`src/rtl/cnn_pkg.sv`:
```
// Shared constants and types for the CNN front-end blocks.
// Holds the window geometry, default image sizing and the sequencer state type.
package cnn_pkg;

    localparam int KERNEL     = 3;
    localparam int PATCH_SIZE = KERNEL * KERNEL;

    localparam int DEF_IMG_W  = 28;
    localparam int DEF_IMG_H  = 28;
    localparam int DEF_ADDR_W = 10;

    typedef enum logic [2:0] {
        IDLE,
        ISSUE,
        WAIT,
        LOAD,
        VALID,
        DONE
    } state_t;

endpackage

```
`src/rtl/patch_addr_gen_if.sv`:
```
// Handshake and address bus between the patch sequencer (master) and the
// patch latch / convolution stage (slave).
interface patch_addr_gen_if
    import cnn_pkg::*;
#(
    parameter int ADDR_W  = DEF_ADDR_W,
    parameter int COORD_W = 5
);

    logic               start;
    logic               ready;
    logic [ADDR_W-1:0]  pixel_addrs [PATCH_SIZE];
    logic               load;
    logic               patch_valid;
    logic [COORD_W-1:0] out_row;
    logic [COORD_W-1:0] out_col;
    logic               busy;
    logic               done;

    modport master (
        input  start, ready,
        output pixel_addrs, load, patch_valid, out_row, out_col, busy, done
    );

    modport slave (
        output start, ready,
        input  pixel_addrs, load, patch_valid, out_row, out_col, busy, done
    );

endinterface

```
`src/rtl/window_addr_calc.sv`:
```
// Expands a window's top-left address into the nine row-major pixel addresses.
// Purely combinational so later conv layers can reuse it with their own sequencing.
module window_addr_calc
    import cnn_pkg::*;
#(
    parameter int IMG_W  = DEF_IMG_W,
    parameter int ADDR_W = DEF_ADDR_W
) (
    input  logic [ADDR_W-1:0] base,
    output logic [ADDR_W-1:0] addrs [PATCH_SIZE]
);

    for (genvar r = 0; r < KERNEL; r++) begin : g_row
        for (genvar c = 0; c < KERNEL; c++) begin : g_col
            assign addrs[KERNEL*r+c] = base + ADDR_W'(r * IMG_W + c);
        end
    end

endmodule

```
`src/rtl/patch_addr_gen.sv`:
```
// Raster-order 3x3 patch sequencer: issues nine read addresses, waits out the
// memory latency, pulses load, then holds patch_valid until ready.
module patch_addr_gen
    import cnn_pkg::*;
#(
    parameter int IMG_W   = DEF_IMG_W,
    parameter int IMG_H   = DEF_IMG_H,
    parameter int STRIDE  = 1,
    parameter int ADDR_W  = DEF_ADDR_W,
    parameter int MEM_LAT = 1,
    parameter int COORD_W = 5
) (
    input  logic              clk,
    input  logic              rst,
    patch_addr_gen_if.master  bus
);

    localparam int OUT_W  = (IMG_W - KERNEL) / STRIDE + 1;
    localparam int OUT_H  = (IMG_H - KERNEL) / STRIDE + 1;
    localparam int WAIT_W = (MEM_LAT > 2) ? $clog2(MEM_LAT - 1) : 1;

    localparam logic [WAIT_W-1:0]  WAIT_LAST = WAIT_W'((MEM_LAT > 1) ? MEM_LAT - 2 : 0);
    localparam logic [ADDR_W-1:0]  COL_STEP  = ADDR_W'(STRIDE);
    localparam logic [ADDR_W-1:0]  ROW_STEP  = ADDR_W'(STRIDE * IMG_W);
    localparam logic [COORD_W-1:0] LAST_COL  = COORD_W'(OUT_W - 1);
    localparam logic [COORD_W-1:0] LAST_ROW  = COORD_W'(OUT_H - 1);

    if (IMG_W * IMG_H > 2 ** ADDR_W) begin : g_addr_w_check
        $error("patch_addr_gen: IMG_W*IMG_H does not fit in ADDR_W bits");
    end

    state_t             state, state_next;
    logic [ADDR_W-1:0]  base, base_next;
    logic [ADDR_W-1:0]  row_base, row_base_next;
    logic [COORD_W-1:0] row, row_next;
    logic [COORD_W-1:0] col, col_next;
    logic [WAIT_W-1:0]  wait_cnt, wait_next;
    logic               addr_en;
    logic [ADDR_W-1:0]  addrs_next [PATCH_SIZE];

    // Addresses are computed from the next base so they register together with it.
    window_addr_calc #(
        .IMG_W  (IMG_W),
        .ADDR_W (ADDR_W)
    ) u_calc (
        .base  (base_next),
        .addrs (addrs_next)
    );

    always_ff @(posedge clk) begin
        if (rst) begin
            state    <= IDLE;
            base     <= '0;
            row_base <= '0;
            row      <= '0;
            col      <= '0;
            wait_cnt <= '0;
            for (int i = 0; i < PATCH_SIZE; i++) begin
                bus.pixel_addrs[i] <= '0;
            end
        end else begin
            state    <= state_next;
            base     <= base_next;
            row_base <= row_base_next;
            row      <= row_next;
            col      <= col_next;
            wait_cnt <= wait_next;
            if (addr_en) begin
                bus.pixel_addrs <= addrs_next;
            end
        end
    end

    always_comb begin
        state_next    = state;
        base_next     = base;
        row_base_next = row_base;
        row_next      = row;
        col_next      = col;
        wait_next     = wait_cnt;
        addr_en       = 1'b0;

        case (state)
            IDLE: begin
                if (bus.start) begin
                    base_next     = '0;
                    row_base_next = '0;
                    row_next      = '0;
                    col_next      = '0;
                    addr_en       = 1'b1;
                    state_next    = ISSUE;
                end
            end
            ISSUE: begin
                wait_next  = '0;
                state_next = (MEM_LAT > 1) ? WAIT : LOAD;
            end
            WAIT: begin
                if (wait_cnt == WAIT_LAST) begin
                    state_next = LOAD;
                end else begin
                    wait_next = wait_cnt + 1'b1;
                end
            end
            LOAD: state_next = VALID;
            VALID: begin
                if (bus.ready) begin
                    if (row == LAST_ROW && col == LAST_COL) begin
                        state_next = DONE;
                    end else begin
                        // Wrapping to a new row restarts from the row base, not base+STRIDE.
                        if (col == LAST_COL) begin
                            col_next      = '0;
                            row_next      = row + 1'b1;
                            row_base_next = row_base + ROW_STEP;
                            base_next     = row_base + ROW_STEP;
                        end else begin
                            col_next  = col + 1'b1;
                            base_next = base + COL_STEP;
                        end
                        addr_en    = 1'b1;
                        state_next = ISSUE;
                    end
                end
            end
            DONE:    state_next = IDLE;
            default: state_next = IDLE;
        endcase
    end

    assign bus.load        = (state == LOAD);
    assign bus.patch_valid = (state == VALID);
    assign bus.busy        = (state != IDLE);
    assign bus.done        = (state == DONE);
    assign bus.out_row     = row;
    assign bus.out_col     = col;

endmodule

```
`src/flat_wrapper.sv`:
```
// flat-port wrapper written by rule: the top's interface ports become plain ports
module patch_addr_gen_flat import cnn_pkg::*;
#(
    parameter int IMG_W   = DEF_IMG_W,
    parameter int IMG_H   = DEF_IMG_H,
    parameter int STRIDE  = 1,
    parameter int ADDR_W  = DEF_ADDR_W,
    parameter int MEM_LAT = 1,
    parameter int COORD_W = 5
)
  (clk, rst, bus_start, bus_ready, bus_pixel_addrs, bus_load, bus_patch_valid, bus_out_row, bus_out_col, bus_busy, bus_done);
  patch_addr_gen_if #(.ADDR_W(ADDR_W), .COORD_W(COORD_W)) bus_i ();
  input  logic clk;
  input  logic rst;
  input wire logic [$bits(bus_i.start)-1:0] bus_start;
  input wire logic [$bits(bus_i.ready)-1:0] bus_ready;
  output wire logic [$bits(bus_i.pixel_addrs)-1:0] bus_pixel_addrs;
  output wire logic [$bits(bus_i.load)-1:0] bus_load;
  output wire logic [$bits(bus_i.patch_valid)-1:0] bus_patch_valid;
  output wire logic [$bits(bus_i.out_row)-1:0] bus_out_row;
  output wire logic [$bits(bus_i.out_col)-1:0] bus_out_col;
  output wire logic [$bits(bus_i.busy)-1:0] bus_busy;
  output wire logic [$bits(bus_i.done)-1:0] bus_done;
  assign bus_i.start = bus_start;
  assign bus_i.ready = bus_ready;
  assign bus_pixel_addrs = {>>{bus_i.pixel_addrs}};
  assign bus_load = bus_i.load;
  assign bus_patch_valid = bus_i.patch_valid;
  assign bus_out_row = bus_i.out_row;
  assign bus_out_col = bus_i.out_col;
  assign bus_busy = bus_i.busy;
  assign bus_done = bus_i.done;
  patch_addr_gen #(.IMG_W(IMG_W), .IMG_H(IMG_H), .STRIDE(STRIDE), .ADDR_W(ADDR_W), .MEM_LAT(MEM_LAT), .COORD_W(COORD_W)) u_core (.clk(clk), .rst(rst), .bus(bus_i));
endmodule
```
`config.mk`:
```
export PLATFORM = sky130hd
export DESIGN_NAME = patch_addr_gen_flat
export DESIGN_NICKNAME = d
export VERILOG_FILES = /design/src/rtl/cnn_pkg.sv /design/src/rtl/patch_addr_gen_if.sv /design/src/rtl/window_addr_calc.sv /design/src/rtl/patch_addr_gen.sv /design/src/flat_wrapper.sv
export SDC_FILE = /design/constraint.sdc
export NUM_CORES = 1
export LEC_CHECK = 0
export CORE_MARGIN = 10
export CORE_UTILIZATION = 52
export DETAILED_ROUTE_END_ITERATION = 6
export PLACE_DENSITY_LB_ADDON = 0.05
export SLEW_MARGIN = 20
export SYNTH_ARGS = -nofsm -noshare
export SYNTH_HDL_FRONTEND = slang
export SYNTH_HIERARCHICAL = 1
export SYNTH_SLANG_ARGS = --single-unit
```
`constraint.sdc`:
```
create_clock -name clk -period 5.2 [get_ports clk]
set_input_delay 1.3 -clock clk [delete_from_list [all_inputs] [get_ports clk]]
set_output_delay 1.3 -clock clk [all_outputs]
set_load 0.03 [all_outputs]
```
* Word level (Yosys, flattened, before mapping) *
Index checks and enable logic that the tools add are counted.

storage, ports and cells
  register bits after elaboration = 124
  output and inout bits = 104
  input bits = 4

operators by class
  muxes and demuxes = 30
  $add $sub $neg = 13
  equal/unequal tests = 12
  reduce and logical (&&, ||, !) cells = 8

operators by type and width
  operator                                        number
  2-to-1 mux 10 bit                               8
  adder 10 x 5 -> 10 bit (second input constant)  4
  case mux 10 bit (2 select lines)                2
  2-to-1 mux 5 bit                                7
  adder 10 x 6 -> 10 bit (second input constant)  3
  adder 10 x 1 -> 10 bit (second input constant)  2
  case mux 5 bit (2 select lines)                 2
  case mux 3 bit (5 select lines)                 1
  2-to-1 mux 3 bit                                4
  adder 10 x 2 -> 10 bit (second input constant)  1
  adder 5 x 1 -> 5 bit (second input constant)    2
  == test 5 bit (second input constant)           2
  != test 2 bit (second input constant)           4
  == test 3 x 2 -> 1 bit (second input constant)  2
  == test 3 bit (second input constant)           2
  AND reduction 5 bit                             1
  2-to-1 mux 1 bit                                4
  case mux 1 bit (2 select lines)                 2
  AND reduction 4 bit                             1
  nonzero test 2 bit                              2
  == test 3 x 1 -> 1 bit (second input constant)  1
  zero test 3 bit                                 1
  AND reduction 3 bit                             1
  nonzero test 3 bit                              1
  3 further kinds                                 3

* Longest topological paths before layout *
  word-level depth = 6
  depth in mapped cells = 17

* Cells and area by module *
The synthesis kept the hierarchy.

modules (own cells, without submodules)
  module            cells each  times used  area each (um^2)  sequential area each (um^2)
  patch_addr_gen    667         1           5464.0            2422.3
  window_addr_calc  171         1           1173.6            0.0

* Worst setup path before layout *
No wires, ideal clock.

  path type = input to register
  start point = in bus_start
  end point = reg u_core.bus.pixel_addrs[18]
  path buffers = 2
  library setup time = 0.070 ns
  data required time = 5.130 ns
  arrival = 3.732 ns
  stages on the path = 12
  setup slack = 1.397 ns
  cells stage by stage = or2_2 > nand3_1 > buf_2 > nand2_2 > a21oi_1 > ha_1 > clkbuf_1 > nand2_1 > a21oi_1 > xor2_1 > o21ai_0 > a21oi_1

RTL lines
  what                  RTL line                 source
  from (decl)           flat_wrapper.sv:15       input wire logic [$bits(bus_i.start)-1:0] bus_start;
  to (signal assigned)  patch_addr_gen.sv:69     bus.pixel_addrs <= addrs_next;
  to (decl)             patch_addr_gen_if.sv:22  output pixel_addrs, load, patch_valid, out_row, out_col, busy, done

==> results.md <==
* Status: complete, no violations
* Setup TNS at 0 ns
* Netlist Area Pre-Place at 0.006638 mm^2
* Core area at around 0.013 mm^2
* Clock sinks at 121
* Net Switching at between 800 and 900 uW
* Die Wd at ~130 um
* Critical path's slowest cell: clkdlybuf4s50_1
* Drt wl/cell at about 19 um
* WS Path Type: primary input to flip-flop
* Gr usage total at 21.83%
* Worst-margin pin slew at 0.9941 ns
* Clock Skew at between 0.009 and 0.01 ns
* Remaining DRCs at 0
* Slew margin rel. at approximately a third
* Primary FF master, synth: dfxtp_1
* Die area at 0.01768 mm^2
* Num rows at roughly 40
* Yosys reg bits at approximately 120
* Cts-stage hold buffer count at 0
* Data arrival, critical path at roughly 4.3 ns
* Post-CTS Resized at 0
* Clock power share at 39.1%
* Worst setup SP type: primary input
* 1st-pass router iterations at 5
* Worst hold path type: flip-flop to flip-flop
* F_max at ~250 MHz
* FFs w/ async S/R, synth at 0%
* PwrDens at about 320 mW/mm^2
* Total power at 2607 uW
* Max clock buf depth at 2
* Routability congestion estimate at 0.8614
* Cell with the most instances after synthesis: dfxtp_1
* Initial Utilization at a little over half
* Minimum clock period at a little under 4 ns
* PortBufs at between 100 and 150
* Final instance area at approximately 0.0080 mm^2
* Post CTS Setup Buffer Count at 0
* # diodes at 0
* Unrepaired setup endpoints after global routing: false
* Area growth syn-to-layout at 21.06%
* CTS tree: done
* Die height at roughly 130 um
* Vias per cell at between 6 and 7
* Final setup fails at 0
* Post-synth top cells: 121 x dfxtp_1, 116 x a21oi_1, 114 x nand3_1
* First-pass GRT wire length at approximately 32000 um
* Pint at approximately 1800 uW
* Comb pwr share at between 20% and 30%
* Vias at about 6400
* Clk Latency, worst-skew pair at between 0.4 and 0.5 ns
* Sequential area share after synthesis at about 36%
* Clk slew on worst S/H paths at roughly 0.05 ns
* Critical-path cell list: clkdlybuf4s50_1 > nor2_1 > a2111oi_4 > nor2_2 > a22o_1 > inv_1 > ha_1 > nor2b_1 > a21boi_1 > xor2_1 > o21ai_0 > a21oi_1
* Number of H-tree levels at 4
* Static Leak at 0.002871 uW
* Layout cells sized above 1 at about 6.8%
* Total wire length at approximately 20000 um
* Synthesis warning total at 6
* Area after DPL at around 0.0075 mm^2
* Hold Vio Cnt, Final at 0
* Synth area leaders: dfxtp_1 36%, a21oi_1 8.7%, nand3_1 8.6%
* Synth unique cells at 65
* Number of global-route vias before repair at between 5000 and 6000
* Delay-heaviest family, CP: compound AO/OA/AOI/OAI gates
* Post-synthesis cell count at between 800 and 900
* CP Max Fanout at 8
* Clock buffer count from CTS at 17
* Worst R2R Start: u_core/bus.out_col[1]
* Initial antenna violation count at 0
* R2R Path End: u_core/bus.pixel_addrs[17]
* Fill cells at ~1200
* Fin crit share at between 70% and 80%
* CP endpoint kind: flip-flop
* Dpl hpwl at 13220 um
* Reg2reg path depth at 13
* Layout net count at roughly 900
* Share of the synthesized area in the top cell type at around 36%
* Peak VDD IR at ~170 uV
* Crit path to: u_core/bus.pixel_addrs[17]
* Net count after synthesis at 858
* WP data required at 5.54 ns
* Worst path depth at 12
* Final max-slew violation count at 0
* Clk root buf: clkbuf_16
* Worst path max stage delay at 0.53 ns
* Max-cap violations at 0
* Sequential fraction of design power at 39.6%
* Number of synthesized flops with an enable pin at 0
* Grt total ovfl at 0
* Net Sw Frac at between 30% and 40%
* R2R setup slack at 1.57 ns
* Setup crit start: bus_start
* Area of the multi-input gates at roughly 0.0036 mm^2
* Post-synth top area cell: dfxtp_1
* Register Area at about 0.0024 mm^2
* Post-layout util at between 60% and 70%
* Synth Area per Inst at just under 8 um^2
* I/O pin count at approximately 110
* Remaining antenna violation count at 0
* Pin count of the biggest net entering global routing at 97
* Drt initial violations at 697
* Buf/Inv on CP at 2
## power by group through the flow
stage	clock network (uW)	logic, uW	registers, uW
global route	1080	598	1040
floorplan	0	323	1110
global placement	0	549	1050
CTS	1040	554	1030
finish	1020	556	1030
detailed placement	0	553	1050
## routing by layer
metal / vias to the layer above / wire length [um] / GRT usage [%]
met1: 3117 / 9014 / 29.52
met4: 0 / 356 / 7.518
li1: 3055 / - / -
met5: - / 0 / 0
met3: 31 / 1578 / 7.078
met2: 211 / 8811 / 31.77
## worst register-to-register path: stages (launching register included)
cell and delay [ns]:
dfxtp_1 0.42, inv_1 0.07, ha_1 0.20, and4b_1 0.42, a2111oi_4 0.45, nor2_2 0.15
a22o_1 0.29, inv_1 0.22, ha_1 0.37, nor2b_1 0.38, a21boi_1 0.14, xor2_1 0.20
o21ai_0 0.11, a21oi_1 0.15
## placed cells by master, fill, tap and decap left out, drive strengths merged, types with 2 or more instances in the layout
cell type,n
dfxtp,121
a21oi,116
nand3,114
o21ai,111
clkdlybuf4s50,106
nor2,30
nand2,30
inv,29
xnor2,29
xor2,26
buf,22
clkbuf,21
ha,16
nand4,14
nor3,11
o31ai,6
a21boi,6
clkinv,5
a211oi,5
nand2b,5
or4,5
or3,4
a32o,3
and3,3
a311oi,3
o211ai,3
a21o,3
a221oi,3
o2bb2ai,3
or2,2
o21a,2
and4b,2
mux2,2
nor4,2
o311ai,2
a31oi,2
nor2b,2
o32ai,2
nand4b,2
## cell families after synthesis
group / synth area share [%]
compound gates: 24.09
simple gates: 18.36
buf+inv: 10.29
flops: 36.49
xor+xnor: 7.257
fa+ha+maj: 3.016
mux: 0.4901
## sequential cells by signal, indices dropped and copies added, names as in the netlist
name	count
u_core/base	10
u_core/bus.out_col	5
u_core/bus.out_row	5
u_core/bus.pixel_addrs	90
u_core/row_base	8
u_core/state	3
## layout make-up
class	instances	share of cell area [%]
Tap cell	172	2.678
Clock inverter	6	0.6851
Clock buffer	21	5.481
Multi-Input combinational cell	586	44.39
Sequential cell	121	30.15
Inverter	29	1.355
Timing Repair Buffer	128	15.26
## per-stage QoR
stage / hold WS, ns / worst slack [ns] / instances
CTS: 0.4643 / 1.285 / 1063
floorplan: 0.4813 / 1.397 / 838
global route: 0.4810 / 1.026 / 1063
global placement: 0.4556 / 0.9826 / 1036
detailed placement: 0.4585 / 0.9063 / 1036
finish: 0.4641 / 1.267 / 1063
## worst min path at each step
stage                                           from                    endpoint  depth (start not counted)
after floorplan                   u_core/row_base[7]          u_core/row_base[7]                          2
after global placement    u_core/bus.pixel_addrs[29]  u_core/bus.pixel_addrs[29]                          2
after detailed placement  u_core/bus.pixel_addrs[41]  u_core/bus.pixel_addrs[41]                          2
after CTS                 u_core/bus.pixel_addrs[41]  u_core/bus.pixel_addrs[41]                          2
after global routing      u_core/bus.pixel_addrs[41]  u_core/bus.pixel_addrs[41]                          2
final                     u_core/bus.pixel_addrs[66]  u_core/bus.pixel_addrs[66]                          2
Power figures use the tool's default switching activity.
